$ cat config.mk
export PLATFORM = sky130hd
export DESIGN_NAME = trig_out_ctrl_flat
export DESIGN_NICKNAME = d
export VERILOG_FILES = /design/src/rtl/trig_out_ctrl_if.sv /design/src/rtl/trig_out_ctrl.sv /design/src/flat_wrapper.sv
export SDC_FILE = /design/constraint.sdc
export NUM_CORES = 1
export LEC_CHECK = 0
export BUFFER_PORTS_ARGS = -buffer_cell sky130_fd_sc_hd__buf_2
export CORE_ASPECT_RATIO = 2
export CORE_MARGIN = 2
export CORE_UTILIZATION = 63
export DETAILED_ROUTE_END_ITERATION = 10
export PLACE_DENSITY_LB_ADDON = 0.1
export SLEW_MARGIN = 20
export SYNTH_ARGS = -nofsm -noshare
export SYNTH_HDL_FRONTEND = slang
export SYNTH_SLANG_ARGS = --single-unit
$ cat constraint.sdc
create_clock -name trace_clk -period 5.7 [get_ports trace_clk]
set_input_delay 1.14 -clock trace_clk [delete_from_list [all_inputs] [get_ports trace_clk]]
set_output_delay 1.14 -clock trace_clk [all_outputs]
set_load 0.01 [all_outputs]
$ cat src/rtl/trig_out_ctrl_if.sv
// Bus bundle for trig_out_ctrl: trigger sources, arming/config inputs and pulse/status outputs.
// The parameters must match the trig_out_ctrl instance that uses this bundle.
interface trig_out_ctrl_if #(
    parameter int pNUM_SRC = 4,
    parameter int pDELAY_W = 16,
    parameter int pWIDTH_W = 16,
    parameter int pCOUNT_W = 16
);
    localparam int SEL_W = (pNUM_SRC > 1) ? $clog2(pNUM_SRC) : 1;

    logic [pNUM_SRC-1:0] I_trig_src;
    logic [pNUM_SRC-1:0] I_src_mask;
    logic [1:0]          I_mode;
    logic [SEL_W-1:0]    I_sel;
    logic [pDELAY_W-1:0] I_delay;
    logic [pWIDTH_W-1:0] I_pulse_width;
    logic                I_arm;
    logic                I_oneshot;
    logic                O_trig_out;
    logic                O_armed;
    logic                O_busy;
    logic [pCOUNT_W-1:0] O_fired;
    logic [pCOUNT_W-1:0] O_missed;
    logic                O_led;

    modport master (
        output I_trig_src, I_src_mask, I_mode, I_sel, I_delay, I_pulse_width, I_arm, I_oneshot,
        input  O_trig_out, O_armed, O_busy, O_fired, O_missed, O_led
    );

    modport slave (
        input  I_trig_src, I_src_mask, I_mode, I_sel, I_delay, I_pulse_width, I_arm, I_oneshot,
        output O_trig_out, O_armed, O_busy, O_fired, O_missed, O_led
    );
endinterface

$ cat src/rtl/trig_out_ctrl.sv
// Trigger-output controller: masked OR/AND/passthru combine of sources, then a delayed,
// width-programmed pulse on trig_out, with fired/missed counters and a heartbeat LED.
module trig_out_ctrl #(
    parameter int pNUM_SRC = 4,
    parameter int pSYNC    = 1,
    parameter int pDELAY_W = 16,
    parameter int pWIDTH_W = 16,
    parameter int pCOUNT_W = 16,
    parameter int pLED_W   = 23
) (
    input logic            trace_clk,
    input logic            resetn,
    trig_out_ctrl_if.slave bus
);
    localparam int SEL_W = (pNUM_SRC > 1) ? $clog2(pNUM_SRC) : 1;

    typedef enum logic [2:0] {ST_IDLE, ST_ARMED, ST_DELAY, ST_PULSE, ST_DONE} state_e;

    logic [pNUM_SRC-1:0] s;

    generate
        if (pSYNC != 0) begin : g_sync
            logic [pNUM_SRC-1:0] meta_q, sync_q;
            always_ff @(posedge trace_clk or negedge resetn) begin
                if (!resetn) begin
                    meta_q <= '0;
                    sync_q <= '0;
                end else begin
                    meta_q <= bus.I_trig_src;
                    sync_q <= meta_q;
                end
            end
            assign s = sync_q;
        end else begin : g_nosync
            assign s = bus.I_trig_src;
        end
    endgenerate

    state_e              state_q, state_d;
    logic                cond_q, cond_d;
    logic                arm_q, arm_d;
    logic [pNUM_SRC-1:0] mask_q, mask_d;
    logic [1:0]          mode_q, mode_d;
    logic [SEL_W-1:0]    sel_q, sel_d;
    logic [pDELAY_W-1:0] delay_q, delay_d, dcnt_q, dcnt_d;
    logic [pWIDTH_W-1:0] width_q, width_d, wcnt_q, wcnt_d;
    logic                oneshot_q, oneshot_d;
    logic                trig_q, trig_d;
    logic                armed_q, armed_d;
    logic                busy_q, busy_d;
    logic [pCOUNT_W-1:0] fired_q, fired_d, missed_q, missed_d;
    logic [pLED_W-1:0]   led_q, led_d;

    logic [pNUM_SRC-1:0] cfg_mask;
    logic [1:0]          cfg_mode;
    logic                comb, src_edge, fired_inc, missed_inc;
    logic [pWIDTH_W-1:0] width_eff;

    always_comb begin
        // In IDLE the live config drives the condition so cond_q is already
        // tracking when ARMED is entered; a pre-existing high level cannot fire.
        cfg_mask = (state_q == ST_IDLE) ? bus.I_src_mask : mask_q;
        cfg_mode = (state_q == ST_IDLE) ? bus.I_mode     : mode_q;
        if (cfg_mode == 2'd1)
            comb = (cfg_mask != '0) && (&(s | ~cfg_mask));
        else
            comb = |(s & cfg_mask);
        src_edge  = comb & ~cond_q;
        width_eff = (width_q == '0) ? pWIDTH_W'(1) : width_q;

        state_d    = state_q;
        cond_d     = comb;
        arm_d      = bus.I_arm;
        mask_d     = mask_q;
        mode_d     = mode_q;
        sel_d      = sel_q;
        delay_d    = delay_q;
        width_d    = width_q;
        oneshot_d  = oneshot_q;
        dcnt_d     = dcnt_q;
        wcnt_d     = wcnt_q;
        trig_d     = 1'b0;
        fired_inc  = 1'b0;
        missed_inc = 1'b0;

        if (state_q == ST_IDLE) begin
            mask_d    = bus.I_src_mask;
            mode_d    = bus.I_mode;
            sel_d     = bus.I_sel;
            delay_d   = bus.I_delay;
            width_d   = bus.I_pulse_width;
            oneshot_d = bus.I_oneshot;
        end

        if (!bus.I_arm) begin
            state_d = ST_IDLE;
        end else begin
            case (state_q)
                ST_IDLE: state_d = ST_ARMED;
                ST_ARMED: begin
                    if (mode_q == 2'd2) begin
                        trig_d    = s[sel_q];
                        fired_inc = s[sel_q] & ~trig_q;
                    end else if (src_edge) begin
                        if (delay_q == '0) begin
                            state_d   = ST_PULSE;
                            trig_d    = 1'b1;
                            wcnt_d    = width_eff;
                            fired_inc = 1'b1;
                        end else begin
                            state_d = ST_DELAY;
                            dcnt_d  = delay_q;
                        end
                    end
                end
                ST_DELAY: begin
                    missed_inc = src_edge;
                    if (dcnt_q == pDELAY_W'(1)) begin
                        state_d   = ST_PULSE;
                        trig_d    = 1'b1;
                        wcnt_d    = width_eff;
                        fired_inc = 1'b1;
                    end else begin
                        dcnt_d = dcnt_q - pDELAY_W'(1);
                    end
                end
                ST_PULSE: begin
                    missed_inc = src_edge;
                    if (wcnt_q == pWIDTH_W'(1)) begin
                        state_d = oneshot_q ? ST_DONE : ST_ARMED;
                    end else begin
                        wcnt_d = wcnt_q - pWIDTH_W'(1);
                        trig_d = 1'b1;
                    end
                end
                ST_DONE:  missed_inc = src_edge;
                default:  state_d = ST_IDLE;
            endcase
        end

        fired_d  = fired_q;
        missed_d = missed_q;
        if (bus.I_arm && !arm_q) begin
            fired_d  = '0;
            missed_d = '0;
        end else begin
            if (fired_inc && (fired_q != '1))   fired_d  = fired_q + pCOUNT_W'(1);
            if (missed_inc && (missed_q != '1)) missed_d = missed_q + pCOUNT_W'(1);
        end

        armed_d = (state_d == ST_ARMED);
        busy_d  = (state_d == ST_DELAY) || (state_d == ST_PULSE);
        led_d   = trig_q ? led_q : led_q + pLED_W'(1);
    end

    always_ff @(posedge trace_clk or negedge resetn) begin
        if (!resetn) begin
            state_q   <= ST_IDLE;
            cond_q    <= 1'b0;
            arm_q     <= 1'b0;
            mask_q    <= '0;
            mode_q    <= '0;
            sel_q     <= '0;
            delay_q   <= '0;
            width_q   <= '0;
            oneshot_q <= 1'b0;
            dcnt_q    <= '0;
            wcnt_q    <= '0;
            trig_q    <= 1'b0;
            armed_q   <= 1'b0;
            busy_q    <= 1'b0;
            fired_q   <= '0;
            missed_q  <= '0;
            led_q     <= '0;
        end else begin
            state_q   <= state_d;
            cond_q    <= cond_d;
            arm_q     <= arm_d;
            mask_q    <= mask_d;
            mode_q    <= mode_d;
            sel_q     <= sel_d;
            delay_q   <= delay_d;
            width_q   <= width_d;
            oneshot_q <= oneshot_d;
            dcnt_q    <= dcnt_d;
            wcnt_q    <= wcnt_d;
            trig_q    <= trig_d;
            armed_q   <= armed_d;
            busy_q    <= busy_d;
            fired_q   <= fired_d;
            missed_q  <= missed_d;
            led_q     <= led_d;
        end
    end

    assign bus.O_trig_out = trig_q;
    assign bus.O_armed    = armed_q;
    assign bus.O_busy     = busy_q;
    assign bus.O_fired    = fired_q;
    assign bus.O_missed   = missed_q;
    assign bus.O_led      = led_q[pLED_W-1];
endmodule

$ cat src/flat_wrapper.sv
// flat-port wrapper written by rule: the top's interface ports become plain ports
module trig_out_ctrl_flat 
#(
    parameter int pNUM_SRC = 4,
    parameter int pSYNC    = 1,
    parameter int pDELAY_W = 16,
    parameter int pWIDTH_W = 16,
    parameter int pCOUNT_W = 16,
    parameter int pLED_W   = 23
)
  (trace_clk, resetn, bus_I_trig_src, bus_I_src_mask, bus_I_mode, bus_I_sel, bus_I_delay, bus_I_pulse_width, bus_I_arm, bus_I_oneshot, bus_O_trig_out, bus_O_armed, bus_O_busy, bus_O_fired, bus_O_missed, bus_O_led);
  trig_out_ctrl_if #(.pNUM_SRC(pNUM_SRC), .pDELAY_W(pDELAY_W), .pWIDTH_W(pWIDTH_W), .pCOUNT_W(pCOUNT_W)) bus_i ();
  input logic trace_clk;
  input logic resetn;
  input wire logic [$bits(bus_i.I_trig_src)-1:0] bus_I_trig_src;
  input wire logic [$bits(bus_i.I_src_mask)-1:0] bus_I_src_mask;
  input wire logic [$bits(bus_i.I_mode)-1:0] bus_I_mode;
  input wire logic [$bits(bus_i.I_sel)-1:0] bus_I_sel;
  input wire logic [$bits(bus_i.I_delay)-1:0] bus_I_delay;
  input wire logic [$bits(bus_i.I_pulse_width)-1:0] bus_I_pulse_width;
  input wire logic [$bits(bus_i.I_arm)-1:0] bus_I_arm;
  input wire logic [$bits(bus_i.I_oneshot)-1:0] bus_I_oneshot;
  output wire logic [$bits(bus_i.O_trig_out)-1:0] bus_O_trig_out;
  output wire logic [$bits(bus_i.O_armed)-1:0] bus_O_armed;
  output wire logic [$bits(bus_i.O_busy)-1:0] bus_O_busy;
  output wire logic [$bits(bus_i.O_fired)-1:0] bus_O_fired;
  output wire logic [$bits(bus_i.O_missed)-1:0] bus_O_missed;
  output wire logic [$bits(bus_i.O_led)-1:0] bus_O_led;
  assign bus_i.I_trig_src = bus_I_trig_src;
  assign bus_i.I_src_mask = bus_I_src_mask;
  assign bus_i.I_mode = bus_I_mode;
  assign bus_i.I_sel = bus_I_sel;
  assign bus_i.I_delay = bus_I_delay;
  assign bus_i.I_pulse_width = bus_I_pulse_width;
  assign bus_i.I_arm = bus_I_arm;
  assign bus_i.I_oneshot = bus_I_oneshot;
  assign bus_O_trig_out = bus_i.O_trig_out;
  assign bus_O_armed = bus_i.O_armed;
  assign bus_O_busy = bus_i.O_busy;
  assign bus_O_fired = bus_i.O_fired;
  assign bus_O_missed = bus_i.O_missed;
  assign bus_O_led = bus_i.O_led;
  trig_out_ctrl #(.pNUM_SRC(pNUM_SRC), .pSYNC(pSYNC), .pDELAY_W(pDELAY_W), .pWIDTH_W(pWIDTH_W), .pCOUNT_W(pCOUNT_W), .pLED_W(pLED_W)) u_core (.trace_clk(trace_clk), .resetn(resetn), .bus(bus_i));
endmodule
==> results.cfg <==
[hold_path]
hold_start = u_core.g_sync.meta_q[1]$_DFF_PN0_
hold_path_class = flop to flop
hold_end = u_core.g_sync.sync_q[1]$_DFF_PN0_
whs_path_depth = 0

[logic_synthesis]
ys_ff_latch = 144
async_reset_ff_share_pct = 100
yosysWarnings = 0
synth_fp_nets = 771
avgSynthCellArea_sq_um = 10.1
synth_edf_count = 0
yosysTopAreaCellShare_pct = 49.8
synthTopCellsByCount = dfrtp_1, nor2_1, nand2_1, a21oi_1
seq_area_frac_synth_pct = 49.8
netlist-cell-type-count = 61
synth_area_sq_um = 7230
synth_area_leaders = dfrtp_1, mux2_2, nor2_1, a21oi_1, o21ai_0
synth_most_common_cell = dfrtp_1
synthesis.instances = 716
synth_top_area_cell = dfrtp_1
ys.flop_type = dfrtp_1

[route]
drtAntennaViolNets = 0
drt-initial-drc-count = 258
routed_wl_mm = 15.8
vias_per_cell = 6.06
wl_per_cell_um = 16.7
drc = 0
via_count = 5725
firstDrtPassIters = 5

[timing]
tns_ps = 0
drv_slew = 0
worst_hold_slack_ps = 351
tightest_slew_ps = 1030
finalSetupViolCount = 0
slew_headroom_pct = 31.4
post-route-period-util_pct = 64.0
min_period_ps = 3650
final.setup_skew_ps = 8.27
final-hold-violation-count = 0
fmax_mhz = 274
rsz0062_at_grt = no

[clock_tree]
hold_buffers = 0
cts_sinks = 144
htreeDepth = 4
cts-root-buf = clkbuf_16
numCtsBuffers = 17
tritoncts = yes
cts_resized = 0
post_cts_buffers = 0
clk_pin_slew_ps = 60
ctsLongestPathBuffers = 2
clock_latency_ps = 430

[setup_path]
cp.required_ps = 6010
startpoint_type = flop
worstPathArrival_ps = 3960
cp_max_fo = 31
path_class = flop to flop
reg2reg_depth = 7
r2r_end = u_core.dcnt_q[7]$_DFFE_PN0P_
reg2reg_setup_slack_ps = 2050
r2r-start = u_core.state_q[0]$_DFF_PN0_
end_kind = flop

[floorplanning]
die_x_um = 79.8
ios = 84
core_sq_um = 11300
rows = 55
initial_utilization_pct = 64.1
die_h_um = 156
die-area_sq_um = 12400

[job]
cap_violations = 0

[placed_design]
io_buffers = 83
place.gp.congestion = 0.850
dp_hpwl_mm = 11.1

[power_and_ir_drop]
p_per_area_nw_per_um2 = 408
cellLeakagePower_nw = 3.72
total_power_w = 0.00338
ir_drop_v = 0.000326

[layout]
final_nets = 845
drive_gt1_share_pct = 21.8
area_delta_synth_final_pct = 14.6
multi_input_area_sq_um = 3430
fillCellCount = 814
ff_latch_area_sq_um = 3600
antenna-diode-count = 0

[grt]
grt.total_usage_pct = 26.8
antenna_found_initial = 0
grt_max_degree = 97
grt_pass1_wl_mm = 26.1
overflow = 0
grt_pass1_vias = 5606

[run_status]
status = finished clean
## kinds of logic (layout without fill, tap and decap cells)
| family | count (synthesis) | count (layout) | synth area share, % |
|---|---|---|---|
| flops | 144 | 144 | 49.8 |
| compound gates | 146 | 146 | 13.3 |
| mux | 50 | 50 | 7.77 |
| simple gates | 285 | 285 | 20.2 |
| xor+xnor | 39 | 39 | 4.72 |
| buf+inv | 45 | 132 | 2.97 |
| fa+ha+maj | 7 | 7 | 1.21 |
## worst max-delay path by stage
stage	from	endpoint	slack [ps]	cells past startpoint
6_report	u_core.state_q[0]$_DFF_PN0_	u_core.dcnt_q[7]$_DFFE_PN0P_	2050	7
5_1_grt	u_core.state_q[0]$_DFF_PN0_	u_core.dcnt_q[11]$_DFFE_PN0P_	1670	7
4_1_cts	u_core.state_q[0]$_DFF_PN0_	u_core.dcnt_q[7]$_DFFE_PN0P_	2040	7
3_5_place_dp	bus_I_mode[0]	u_core.dcnt_q[7]$_DFFE_PN0P_	1860	8
3_3_place_gp	bus_I_mode[0]	u_core.dcnt_q[7]$_DFFE_PN0P_	1970	8
2_1_floorplan	bus_I_mode[0]	u_core.bus.O_fired[0]$_DFFE_PN0P_	2610	9
## through the flow
step	cell area [sq um]	instances	util [%]	worst slack (ps)
after CTS	8280	945	73.4	2040
after global placement	7700	913	68.3	1970
final	8290	945	73.5	2050
after floorplan	7230	716	-	2610
after detailed placement	7700	913	68.3	1860
after global routing	8290	945	73.5	1670
## state kept, by name, indices dropped and copies added, names as in the netlist, 2 cells and up
signal,cells
u_core.sel_q,2
u_core.wcnt_q,16
u_core.bus.O_fired,16
u_core.mask_q,4
u_core.dcnt_q,16
u_core.g_sync.sync_q,4
u_core.state_q,3
u_core.g_sync.meta_q,4
u_core.delay_q,16
u_core.width_q,16
u_core.led_q,23
u_core.bus.O_missed,16
u_core.mode_q,2
## area by class of cell
cell class                 instances  area share (%)
clock buffer                      20            5.51
clock inverter                    12            1.48
inverter                          13           0.589
multi-input combinational        527            41.4
sequential                       144            43.5
tap                              142            2.14
timing repair buffer              87            5.45
## power by group
group | switching (W) | internal, W
Sequential | 0.000244 | 0.00127
Combinational | 0.000421 | 0.000368
Clock | 0.000451 | 0.000633
Total | 0.00112 | 0.00227
## routing by layer
layer | part of all wire, % | wire length, um | track usage, %
met5 | 0 | 0 | 0
met4 | 2.2 | 355 | 9.85
met3 | 4.1 | 640 | 4.80
met2 | 55 | 8740 | 49.3
met1 | 38 | 6060 | 30.4
## cells in the final DEF, fill, tap and decap left out, drive strengths merged, types with 2 or more instances in the layout
master,instances
dfrtp,144
nor2,91
buf,87
o21ai,52
nand2,47
a21oi,40
mux2,39
nand3,23
xor2,22
nor3,20
clkbuf,20
inv,19
xnor2,17
nor4,17
nand4,16
nor2b,12
or3,12
o22a,12
and3,11
mux2i,10
and2,9
a31oi,8
nand2b,7
ha,7
or4,6
o31ai,5
a41oi,5
nor3b,4
o21a,4
o211ai,4
o31a,3
and4,3
clkinvlp,3
o22ai,2
nand3b,2
a22oi,2
or2,2
clkinv,2
## worst max-delay path: stages (launching register included)
cell and delay [ps]:
dfrtp_1 580, nor3_4 790, mux2i_1 300, o41ai_4 540, nor3_1 150, o21ai_2 800
nor2_1 110, o22a_1 240
Note: power is estimated with default switching activity, not from simulation.
